### config.mk
export PLATFORM = sky130hd
export DESIGN_NAME = ws_array_ctrl_flat
export DESIGN_NICKNAME = d
export VERILOG_FILES = /design/src/rtl/ws_array_if.sv /design/src/rtl/ws_array_ctrl.sv /design/src/flat_wrapper.sv
export SDC_FILE = /design/constraint.sdc
export NUM_CORES = 1
export LEC_CHECK = 0
export CELL_PAD_IN_SITES_DETAIL_PLACEMENT = 0
export CELL_PAD_IN_SITES_GLOBAL_PLACEMENT = 1
export CORE_MARGIN = 4
export CORE_UTILIZATION = 33
export DETAILED_ROUTE_END_ITERATION = 8
export PLACE_DENSITY_LB_ADDON = 0.1
export SKIP_CTS_REPAIR_TIMING = 1
export SLEW_MARGIN = 20
export SYNTH_ARGS = -nofsm -noshare
export SYNTH_HDL_FRONTEND = slang
export SYNTH_SLANG_ARGS = --single-unit
export TNS_END_PERCENT = 50
### constraint.sdc
create_clock -name clk -period 4 [get_ports clk]
set_input_delay 1.2 -clock clk [delete_from_list [all_inputs] [get_ports clk]]
set_output_delay 1.2 -clock clk [all_outputs]
set_load 0.01 [all_outputs]
### src/rtl/ws_array_if.sv
// Controller-side bundle for the 4x4 weight-stationary array sequencer:
// job control, weight buffer, activation source, PE edge signals and result sink.
interface ws_array_if #(
    parameter int ROWS = 4,
    parameter int COLS = 4,
    parameter int BW   = 8,
    parameter int AW   = 32,
    parameter int NW   = 16
);
    localparam int AXW = (ROWS > 1) ? $clog2(ROWS) : 1;

    logic                       start_i;
    logic [NW-1:0]              num_vec_i;
    logic                       busy_o;
    logic                       done_o;
    logic                       wt_rd_o;
    logic [AXW-1:0]             wt_addr_o;
    logic [COLS-1:0][BW-1:0]    wt_rdata_i;
    logic                       act_valid_i;
    logic                       act_ready_o;
    logic [ROWS-1:0][BW-1:0]    act_data_i;
    logic                       pe_control_o;
    logic [COLS-1:0][BW-1:0]    pe_wt_o;
    logic [ROWS-1:0][BW-1:0]    pe_data_o;
    logic [COLS-1:0][AW-1:0]    pe_acc_i;
    logic                       res_valid_o;
    logic [COLS-1:0][AW-1:0]    res_data_o;

    modport slave (
        input  start_i, num_vec_i, wt_rdata_i, act_valid_i, act_data_i, pe_acc_i,
        output busy_o, done_o, wt_rd_o, wt_addr_o, act_ready_o,
               pe_control_o, pe_wt_o, pe_data_o, res_valid_o, res_data_o
    );

    modport master (
        output start_i, num_vec_i, wt_rdata_i, act_valid_i, act_data_i, pe_acc_i,
        input  busy_o, done_o, wt_rd_o, wt_addr_o, act_ready_o,
               pe_control_o, pe_wt_o, pe_data_o, res_valid_o, res_data_o
    );
endinterface

### src/rtl/ws_array_ctrl.sv
// Job sequencer for a weight-stationary systolic array: weight load, skewed
// activation streaming, and de-skew of bottom-row accumulations into result vectors.
module ws_dly_lane #(
    parameter int W     = 8,
    parameter int DEPTH = 1
) (
    input  logic         clk,
    input  logic         rst_n,
    input  logic [W-1:0] d_i,
    output logic [W-1:0] q_o
);
    logic [DEPTH-1:0][W-1:0] pipe_q;

    always_ff @(posedge clk or negedge rst_n) begin
        if (!rst_n) begin
            pipe_q <= '0;
        end else begin
            pipe_q[0] <= d_i;
            for (int k = 1; k < DEPTH; k++) pipe_q[k] <= pipe_q[k-1];
        end
    end

    assign q_o = pipe_q[DEPTH-1];
endmodule

module ws_array_ctrl #(
    parameter int ROWS = 4,
    parameter int COLS = 4,
    parameter int BW   = 8,
    parameter int AW   = 32,
    parameter int NW   = 16
) (
    input  logic       clk,
    input  logic       rst_n,
    ws_array_if.slave  bus
);
    localparam int STAGES = ROWS + COLS;
    localparam int AXW    = (ROWS > 1) ? $clog2(ROWS) : 1;
    localparam int LCW    = $clog2(ROWS + 1);
    localparam int DCW    = (STAGES > 1) ? $clog2(STAGES) : 1;
    localparam logic [AXW-1:0] LAST_ROW = AXW'(ROWS - 1);

    typedef enum logic [2:0] {S_IDLE, S_LOAD, S_STREAM, S_DRAIN, S_DONE} state_e;

    typedef struct packed {
        logic                    tag;
        logic [ROWS-1:0][BW-1:0] data;
    } slot_t;

    state_e                  state_q, state_d;
    logic [NW-1:0]           num_q, num_d;
    logic [NW-1:0]           acc_cnt_q, acc_cnt_d;
    logic [LCW-1:0]          load_cnt_q, load_cnt_d;
    logic [DCW-1:0]          drain_cnt_q, drain_cnt_d;

    logic                    wt_rd, pe_ctl, act_ready, accept, done;
    logic [AXW-1:0]          wt_addr;
    logic [COLS-1:0][BW-1:0] pe_wt;
    slot_t                   slot;

    logic [ROWS-1:0][BW-1:0] pe_data;
    logic [COLS-1:0][AW-1:0] aligned;
    logic [STAGES:0]         vld_pipe_q;
    logic [COLS-1:0][AW-1:0] res_data_q;

    always_ff @(posedge clk or negedge rst_n) begin
        if (!rst_n) begin
            state_q     <= S_IDLE;
            num_q       <= '0;
            acc_cnt_q   <= '0;
            load_cnt_q  <= '0;
            drain_cnt_q <= '0;
        end else begin
            state_q     <= state_d;
            num_q       <= num_d;
            acc_cnt_q   <= acc_cnt_d;
            load_cnt_q  <= load_cnt_d;
            drain_cnt_q <= drain_cnt_d;
        end
    end

    always_comb begin
        state_d     = state_q;
        num_d       = num_q;
        acc_cnt_d   = acc_cnt_q;
        load_cnt_d  = load_cnt_q;
        drain_cnt_d = drain_cnt_q;
        wt_rd       = 1'b0;
        wt_addr     = '0;
        pe_ctl      = 1'b0;
        pe_wt       = '0;
        act_ready   = 1'b0;
        accept      = 1'b0;
        done        = 1'b0;
        unique case (state_q)
            S_IDLE: begin
                if (bus.start_i) begin
                    num_d      = bus.num_vec_i;
                    load_cnt_d = '0;
                    state_d    = S_LOAD;
                end
            end
            S_LOAD: begin
                // Reads run one cycle ahead of control so the buffer latency lines up.
                wt_rd  = (load_cnt_q != LCW'(ROWS));
                pe_ctl = (load_cnt_q != '0);
                if (wt_rd)  wt_addr = LAST_ROW - load_cnt_q[AXW-1:0];
                if (pe_ctl) pe_wt   = bus.wt_rdata_i;
                if (load_cnt_q == LCW'(ROWS)) begin
                    acc_cnt_d   = '0;
                    drain_cnt_d = '0;
                    state_d     = (num_q == '0) ? S_DONE : S_STREAM;
                end else begin
                    load_cnt_d = load_cnt_q + LCW'(1);
                end
            end
            S_STREAM: begin
                act_ready = (acc_cnt_q < num_q);
                accept    = act_ready && bus.act_valid_i;
                if (accept) begin
                    acc_cnt_d = acc_cnt_q + NW'(1);
                    if (acc_cnt_q == num_q - NW'(1)) begin
                        drain_cnt_d = '0;
                        state_d     = S_DRAIN;
                    end
                end
            end
            S_DRAIN: begin
                if (drain_cnt_q == DCW'(STAGES - 1)) state_d = S_DONE;
                else drain_cnt_d = drain_cnt_q + DCW'(1);
            end
            S_DONE: begin
                done    = 1'b1;
                state_d = S_IDLE;
            end
            default: state_d = S_IDLE;
        endcase
    end

    // Every cycle injects a slot; bubbles carry zero data and a cleared tag.
    always_comb begin
        slot.tag  = accept;
        slot.data = accept ? bus.act_data_i : '0;
    end

    for (genvar r = 0; r < ROWS; r++) begin : g_skew
        ws_dly_lane #(.W(BW), .DEPTH(r + 1)) u_lane (
            .clk, .rst_n, .d_i(slot.data[r]), .q_o(pe_data[r])
        );
    end

    // Column c finishes c cycles after column 0; delay the early ones to line up.
    for (genvar c = 0; c < COLS; c++) begin : g_deskew
        if (COLS - 1 - c > 0) begin : g_dly
            ws_dly_lane #(.W(AW), .DEPTH(COLS - 1 - c)) u_lane (
                .clk, .rst_n, .d_i(bus.pe_acc_i[c]), .q_o(aligned[c])
            );
        end else begin : g_pass
            assign aligned[c] = bus.pe_acc_i[c];
        end
    end

    always_ff @(posedge clk or negedge rst_n) begin
        if (!rst_n) begin
            vld_pipe_q <= '0;
            res_data_q <= '0;
        end else begin
            vld_pipe_q <= {vld_pipe_q[STAGES-1:0], slot.tag};
            if (vld_pipe_q[STAGES-1]) res_data_q <= aligned;
        end
    end

    assign bus.busy_o       = (state_q != S_IDLE);
    assign bus.done_o       = done;
    assign bus.wt_rd_o      = wt_rd;
    assign bus.wt_addr_o    = wt_addr;
    assign bus.act_ready_o  = act_ready;
    assign bus.pe_control_o = pe_ctl;
    assign bus.pe_wt_o      = pe_wt;
    assign bus.pe_data_o    = pe_data;
    assign bus.res_valid_o  = vld_pipe_q[STAGES];
    assign bus.res_data_o   = res_data_q;
endmodule

### src/flat_wrapper.sv
// flat-port wrapper written by rule: the top's interface ports become plain ports
module ws_array_ctrl_flat 
#(
    parameter int ROWS = 4,
    parameter int COLS = 4,
    parameter int BW   = 8,
    parameter int AW   = 32,
    parameter int NW   = 16
)
  (clk, rst_n, bus_start_i, bus_num_vec_i, bus_wt_rdata_i, bus_act_valid_i, bus_act_data_i, bus_pe_acc_i, bus_busy_o, bus_done_o, bus_wt_rd_o, bus_wt_addr_o, bus_act_ready_o, bus_pe_control_o, bus_pe_wt_o, bus_pe_data_o, bus_res_valid_o, bus_res_data_o);
  ws_array_if #(.ROWS(ROWS), .COLS(COLS), .BW(BW), .AW(AW), .NW(NW)) bus_i ();
  input  logic clk;
  input  logic rst_n;
  input wire logic [$bits(bus_i.start_i)-1:0] bus_start_i;
  input wire logic [$bits(bus_i.num_vec_i)-1:0] bus_num_vec_i;
  input wire logic [$bits(bus_i.wt_rdata_i)-1:0] bus_wt_rdata_i;
  input wire logic [$bits(bus_i.act_valid_i)-1:0] bus_act_valid_i;
  input wire logic [$bits(bus_i.act_data_i)-1:0] bus_act_data_i;
  input wire logic [$bits(bus_i.pe_acc_i)-1:0] bus_pe_acc_i;
  output wire logic [$bits(bus_i.busy_o)-1:0] bus_busy_o;
  output wire logic [$bits(bus_i.done_o)-1:0] bus_done_o;
  output wire logic [$bits(bus_i.wt_rd_o)-1:0] bus_wt_rd_o;
  output wire logic [$bits(bus_i.wt_addr_o)-1:0] bus_wt_addr_o;
  output wire logic [$bits(bus_i.act_ready_o)-1:0] bus_act_ready_o;
  output wire logic [$bits(bus_i.pe_control_o)-1:0] bus_pe_control_o;
  output wire logic [$bits(bus_i.pe_wt_o)-1:0] bus_pe_wt_o;
  output wire logic [$bits(bus_i.pe_data_o)-1:0] bus_pe_data_o;
  output wire logic [$bits(bus_i.res_valid_o)-1:0] bus_res_valid_o;
  output wire logic [$bits(bus_i.res_data_o)-1:0] bus_res_data_o;
  assign bus_i.start_i = bus_start_i;
  assign bus_i.num_vec_i = bus_num_vec_i;
  assign bus_i.wt_rdata_i = bus_wt_rdata_i;
  assign bus_i.act_valid_i = bus_act_valid_i;
  assign bus_i.act_data_i = bus_act_data_i;
  assign bus_i.pe_acc_i = bus_pe_acc_i;
  assign bus_busy_o = bus_i.busy_o;
  assign bus_done_o = bus_i.done_o;
  assign bus_wt_rd_o = bus_i.wt_rd_o;
  assign bus_wt_addr_o = bus_i.wt_addr_o;
  assign bus_act_ready_o = bus_i.act_ready_o;
  assign bus_pe_control_o = bus_i.pe_control_o;
  assign bus_pe_wt_o = bus_i.pe_wt_o;
  assign bus_pe_data_o = bus_i.pe_data_o;
  assign bus_res_valid_o = bus_i.res_valid_o;
  assign bus_res_data_o = bus_i.res_data_o;
  ws_array_ctrl #(.ROWS(ROWS), .COLS(COLS), .BW(BW), .AW(AW), .NW(NW)) u_core (.clk(clk), .rst_n(rst_n), .bus(bus_i));
endmodule
==> After elaboration in Yosys (flattened, before gate mapping) <==
Index checks and enable logic that the tools add are counted.
{ "word_totals": {"inputBits": 212, "reg_bits": 450, "elab_cells": 88, "out_inout_bits": 200} }
{ "classes": {"order_cmp": 1, "eq_ne": 15, "n_reduce_logical": 13, "n_mux": 28, "n_addsub": 5} }
{ "op_table": {"columns": ["cell", "n"], "rows": [
  ["two-way mux 32 bit", 3],
  ["two-way mux 3 bit", 12],
  ["two-way mux 16 bit", 2],
  ["one-hot mux 16 bit (2 select lines)", 1],
  ["adder 16 x 1 -> 16 bit, second input constant", 1],
  ["equality test 16 bit", 1],
  ["zero test 16 bit", 1],
  ["< comparator 16 bit", 1],
  ["subtractor 16 x 1 -> 16 bit, second input constant", 1],
  ["one-hot mux 3 bit (4 select lines)", 1],
  ["AND reduction 5 bit", 2],
  ["equality test 3 bit, second input constant", 3],
  ["one-hot mux 3 bit (3 select lines)", 1],
  ["nonzero test 3 bit", 3],
  ["inequality test 2 x 1 -> 1 bit, second input constant", 4],
  ["adder 3 x 1 -> 3 bit, second input constant", 2],
  ["equality test 3 x 2 -> 1 bit, second input constant", 2],
  ["inequality test 2 bit, second input constant", 3],
  ["one-hot mux 3 bit (2 select lines)", 1],
  ["AND reduction 3 bit", 2],
  ["two-way mux 1 bit", 5],
  ["two-way mux 2 bit", 2],
  ["nonzero test 2 bit", 2],
  ["equality test 3 x 1 -> 1 bit, second input constant", 1],
  ["5 further kinds", 5]
]} }

==> Depth between registers and ports, before layout <==
{ "logic_depth": {"ltp_word": 5, "depth_mapped": 11, "ltp_nobuf": 9} }

==> Cells and area by module <==
Synthesis repeated with hierarchy kept, for this count alone.
{ "hier_totals": {"cells_unflattened": 1050, "hier_area_um2": 15712.6} }
{ "by_module_without_submodules": {"columns": ["module", "cells_each", "seq_area_each_um2", "instances", "area_each_um2"], "rows": [
  ["ws_array_ctrl", 690, 4454.3, 1, 8245.4],
  ["ws_dly_lane at u_core.g_deskew[0].g_dly.u_lane", 128, 2402.3, 1, 2642.5],
  ["ws_dly_lane at u_core.g_deskew[1].g_dly.u_lane", 96, 1601.5, 1, 1841.8],
  ["ws_dly_lane at u_core.g_skew[3].u_lane", 40, 800.8, 1, 860.8],
  ["ws_dly_lane at u_core.g_deskew[2].g_dly.u_lane", 32, 800.8, 1, 800.8],
  ["ws_dly_lane at u_core.g_skew[2].u_lane", 32, 600.6, 1, 660.6],
  ["ws_dly_lane at u_core.g_skew[1].u_lane", 24, 400.4, 1, 460.4],
  ["ws_dly_lane at u_core.g_skew[0].u_lane", 8, 200.2, 1, 200.2]
]} }

==> Worst setup path before layout <==
No wires, ideal clock.
{ "synth_timing": {"kind": "flip-flop to output port", "start": "reg u_core.state_q[2]", "end": "out bus_pe_wt_o[22]", "n_path_buf": 2, "slack_ns": 1.061, "stages_incl_launch_ff": 6, "required_ns": 2.800, "t_arrival_ns": 1.739, "cell_sequence": "dfrtp_1 clkbuf_1 or3b_2 a21oi_1 clkbuf_1 and2_1"} }
{ "synth_between": {"elab_chain_len": 2} }
{ "synth_rtl": {"columns": ["item", "line_no", "rtl"], "rows": [
  ["start, declared", "ws_array_ctrl.sv:50", "state_e state_q, state_d;"],
  ["start signal, assigned", "ws_array_ctrl.sv:74", "state_q <= state_d;"],
  ["equality test 3 x 1 -> 1 bit", "ws_array_ctrl.sv:95", "unique case (state_q)"],
  ["two-way mux 32 bit", "ws_array_ctrl.sv:95", null],
  ["end, declared", "flat_wrapper.sv:26", "output wire logic [$bits(bus_i.pe_wt_o)-1:0] bus_pe_wt_o;"]
]} }
Every way passes these cells.

==> Worst setup path after layout <==
{ "layout_timing": {"start": "reg u_core.state_q[2]", "end": "out bus_pe_wt_o[12]"} }
Same word-level chain as after synthesis.

==> run_results.csv <==
group,metric,value,unit
status,outcome,"complete, no violations",
timing,setup_violations,0,
run,cap_violations,0,
timing,finalWorstPathRequiredPeriod,3.83,ns
layout,mostFrequentLayoutCell,"sky130_fd_sc_hd__dfrtp_1",
timing,maxClockFrequency,261,MHz
placement,place.detailed.hpwl,26400,um
timing,postLayoutSetupSlackWorst,0.169,ns
timing,total_negative_slack_for_setup_checks,0,ns
logic_synthesis,syn_area_per_cell,15.3,um2
logic_synthesis,synth_enable_flop_cells,0,
logic_synthesis,seq_area_frac_synth,73.2,%
routing,post-route-drc-count,0,
routing,post_drt_via_cell_ratio,4.42,
worst_hold_path,worst_hold_startpoint,"u_core.vld_pipe_q[0]$_DFF_PN0_",
global_routing,grt_pass1_vias,9630,
floorplanning,initial_utilization,33.6,%
critical_path,timing.setup.critical_path_class,"reg2out",
power_and_ir_drop,worst_case_vdd_ir_drop,0.364,mV
placement,placement.setup.worst_slack,0.313,ns
routing,drt_wl_total,36600,um
timing,finalClockSkew,0.0203,ns
critical_path,r2r.worst_path.cells,8,
placement,dp_cells,1981,
timing,grt_setup_unrepaired,"false",
placement,postPlaceCellArea,20200,um2
clocking,clock_tree.buffer_depth,3,
layout,multi_input_area,3710,um2
layout,register_area,11300,um2
clocking,clk_transition_reported_paths,0.06,ns
floorplanning,die_area,50200,um2
clocking,tritoncts,"yes",
logic_synthesis,synth_cell_type_count,57,
worst_hold_path,min_path_type,"reg2reg",
clocking,cts-htree-levels,2,
timing,slew_headroom,52.5,%
global_routing,grt_max_degree,90,
worst_hold_path,min_delay_worst_endpoint,"u_core.vld_pipe_q[1]$_DFF_PN0_",
logic_synthesis,syn_nets,1243,
logic_synthesis,async_set_or_reset_flop_fraction_in_the_synthesized_netlist,100,%
layout,finish.instance_area,21800,um2
worst_hold_path,timing.hold.worst_path_depth,0,
layout,area.growth.synth_to_final,41.6,%
clocking,clk_latency,0.57,ns
critical_path,worst-endpoint-required,2.80,ns
timing,timing.final.max_slew_violations,0,
layout,stdcell_count,2070,
critical_path,critical_path.startpoint_type,"flip-flop",
routing,dr_total_vias,9142,
floorplanning,dieHeight,224,um
routing,detail_route.wl_per_cell,17.7,um
clocking,tritoncts_num_sinks,450,
floorplanning,coreArea,45800,um2
routing,detail_route.first_pass.iterations,4,
power_and_ir_drop,power.density_cell_area,721,nW/um2
critical_path,setup.worst_path.end_class,"output pin",
power_and_ir_drop,power.static_leakage,9.47,nW
critical_path,crit-reg2reg-launch,"u_core.num_q[0]$_DFFE_PN0P_",
clocking,cts_inserted_buffers,49,
global_routing,grt_pass1_wl,57000,um
critical_path,worst-endpoint-arrival,2.63,ns
logic_synthesis,dominantRegCellSynth,"sky130_fd_sc_hd__dfrtp_1",
placement,io_buffers,411,
critical_path,r2r-end,"u_core.drain_cnt_q[2]$_DFFE_PN0P_",
timing,worst_hold_slack,0.329,ns
logic_synthesis,syn_inst,1008,
layout,total_nets_final,1667,
timing,final-hold-violation-count,0,
floorplanning,rows,78,
layout,final_cell_mix,"sky130_fd_sc_hd__dfrtp_1, sky130_fd_sc_hd__clkdlybuf4s50_1, sky130_fd_sc_hd__mux2_2",
critical_path,reg2reg_setup_slack,0.72,ns
routing,final_antenna_net_count,0,
critical_path,critical_path_peak_fanout,33,
logic_synthesis,ys_seq_elements,450,
logic_synthesis,mappedNetlistArea,15400,um2
global_routing,antenna_found_initial,2,
timing,timing_worst_slew_pin_value,0.712,ns
placement,replace_congestion,0.798,
timing,final.period_utilization,95.8,%
floorplanning,dieWidth,224,um
global_routing,gr-usage-all-layers,14.5,%
clocking,clk_root_buffer_cell,"sky130_fd_sc_hd__clkbuf_16",
global_routing,grt_overflow,0,
floorplanning,floorplan.io_pins,412,
logic_synthesis,yosys_warnings,0,
routing,first_iter_violations,474,
layout,num-fill-cells,4095,
layout,drive_gt1_share,17.0,%
## Yosys cell counts, types with 4 or more instances
library cell / instances / area share [%]
sky130_fd_sc_hd__a21oi_1: 26 / 0.85
sky130_fd_sc_hd__a41oi_1: 4 / 0.23
sky130_fd_sc_hd__and2_1: 69 / 2.8
sky130_fd_sc_hd__and3_1: 7 / 0.28
sky130_fd_sc_hd__buf_4: 25 / 1.2
sky130_fd_sc_hd__clkbuf_1: 31 / 0.76
sky130_fd_sc_hd__dfrtp_1: 450 / 73
sky130_fd_sc_hd__ha_1: 23 / 1.9
sky130_fd_sc_hd__inv_1: 26 / 0.63
sky130_fd_sc_hd__mux2_2: 130 / 9.5
sky130_fd_sc_hd__nand2_1: 41 / 1.0
sky130_fd_sc_hd__nand3_1: 12 / 0.39
sky130_fd_sc_hd__nand4_1: 9 / 0.37
sky130_fd_sc_hd__nor2_1: 22 / 0.54
sky130_fd_sc_hd__nor2b_1: 4 / 0.16
sky130_fd_sc_hd__nor3_1: 6 / 0.20
sky130_fd_sc_hd__o21ai_0: 30 / 0.98
sky130_fd_sc_hd__or3_1: 10 / 0.41
sky130_fd_sc_hd__xnor2_1: 10 / 0.57
sky130_fd_sc_hd__xor2_1: 9 / 0.51
## critical path, stage by stage, from the launching register on
cell and delay, ns:
sky130_fd_sc_hd__dfrtp_2 0.48, sky130_fd_sc_hd__or3b_2 0.48, sky130_fd_sc_hd__a21oi_1 0.17, sky130_fd_sc_hd__buf_6 0.22
sky130_fd_sc_hd__and2_1 0.18, sky130_fd_sc_hd__clkdlybuf4s50_1 0.55
## through the flow
stage / util, % / total power (W)
after floorplan: - / 0.00878
after global placement: 44.1 / 0.0114
after detailed placement: 44.1 / 0.0115
after CTS: 47.6 / 0.0160
after global routing: 47.6 / 0.0167
final: 47.6 / 0.0157
## power breakdown
| part | switching [W] | internal, W |
|---|---|---|
| combinational | 0.00219 | 0.00282 |
| sequential | 0.000673 | 0.00563 |
| clock | 0.00176 | 0.00265 |
| total | 0.00462 | 0.0111 |
## per-layer routing
metal  track usage, %  vias up  share of wire (%)
met1             19.2     4551                 43
li1                 -     4244                  -
met3             4.09       66                6.1
met2             23.4      279                 48
met4             4.49        2                2.7
met5                0        -              0.035
## cell type report
class,count,area share [%]
Sequential cell,450,51.7
Tap cell,600,3.44
Timing Repair Buffer,434,20.0
Multi-Input combinational cell,471,17.0
Clock inverter,17,0.838
Antenna cell,1,0.0115
Clock buffer,71,6.52
Inverter,26,0.448
## sequential cells by signal, summed over array words and instances, names as in the netlist
name                                 cells
u_core.g_skew.u_lane.pipe_q             48
u_core.drain_cnt_q                       3
u_core.g_deskew.g_dly.u_lane.pipe_q     96
u_core.bus.res_data_o                  128
u_core.acc_cnt_q                        16
u_core.load_cnt_q                        3
u_core.vld_pipe_q                        9
u_core.g_deskew.g_dly.u_lane.q_o        96
u_core.state_q                           3
u_core.num_q                            16
u_core.g_skew.u_lane.q_o                32
## how the worst max path moves through the flow
stage,startpoint,endpoint,slack (ns),cells past startpoint
2_1_floorplan,u_core.state_q[2]$_DFFE_PN0P_,bus_pe_wt_o[22],1.06,5
3_3_place_gp,u_core.num_q[1]$_DFFE_PN0P_,bus_act_ready_o,0.30,8
3_5_place_dp,u_core.num_q[1]$_DFFE_PN0P_,bus_act_ready_o,0.31,8
4_1_cts,u_core.num_q[1]$_DFFE_PN0P_,bus_act_ready_o,-0.33,8
5_1_grt,u_core.state_q[1]$_DFFE_PN0P_,bus_pe_wt_o[17],0.01,5
6_report,u_core.state_q[2]$_DFFE_PN0P_,bus_pe_wt_o[12],0.17,5
## kinds of logic (layout without fill, tap and decap cells)
kind of cell	after synthesis	in the layout	share of synthesized area [%]
buffers and inverters	87	548	2.80
AO/OA/AOI/OAI	94	94	3.97
multiplexers	133	133	9.71
flip-flops	450	450	73.2
other	0	1	0
AND/OR/NAND/NOR	202	202	7.41
adder cells (fa/ha/maj)	23	23	1.87
XOR/XNOR	19	19	1.08
Note: power is estimated with default switching activity, not from simulation.
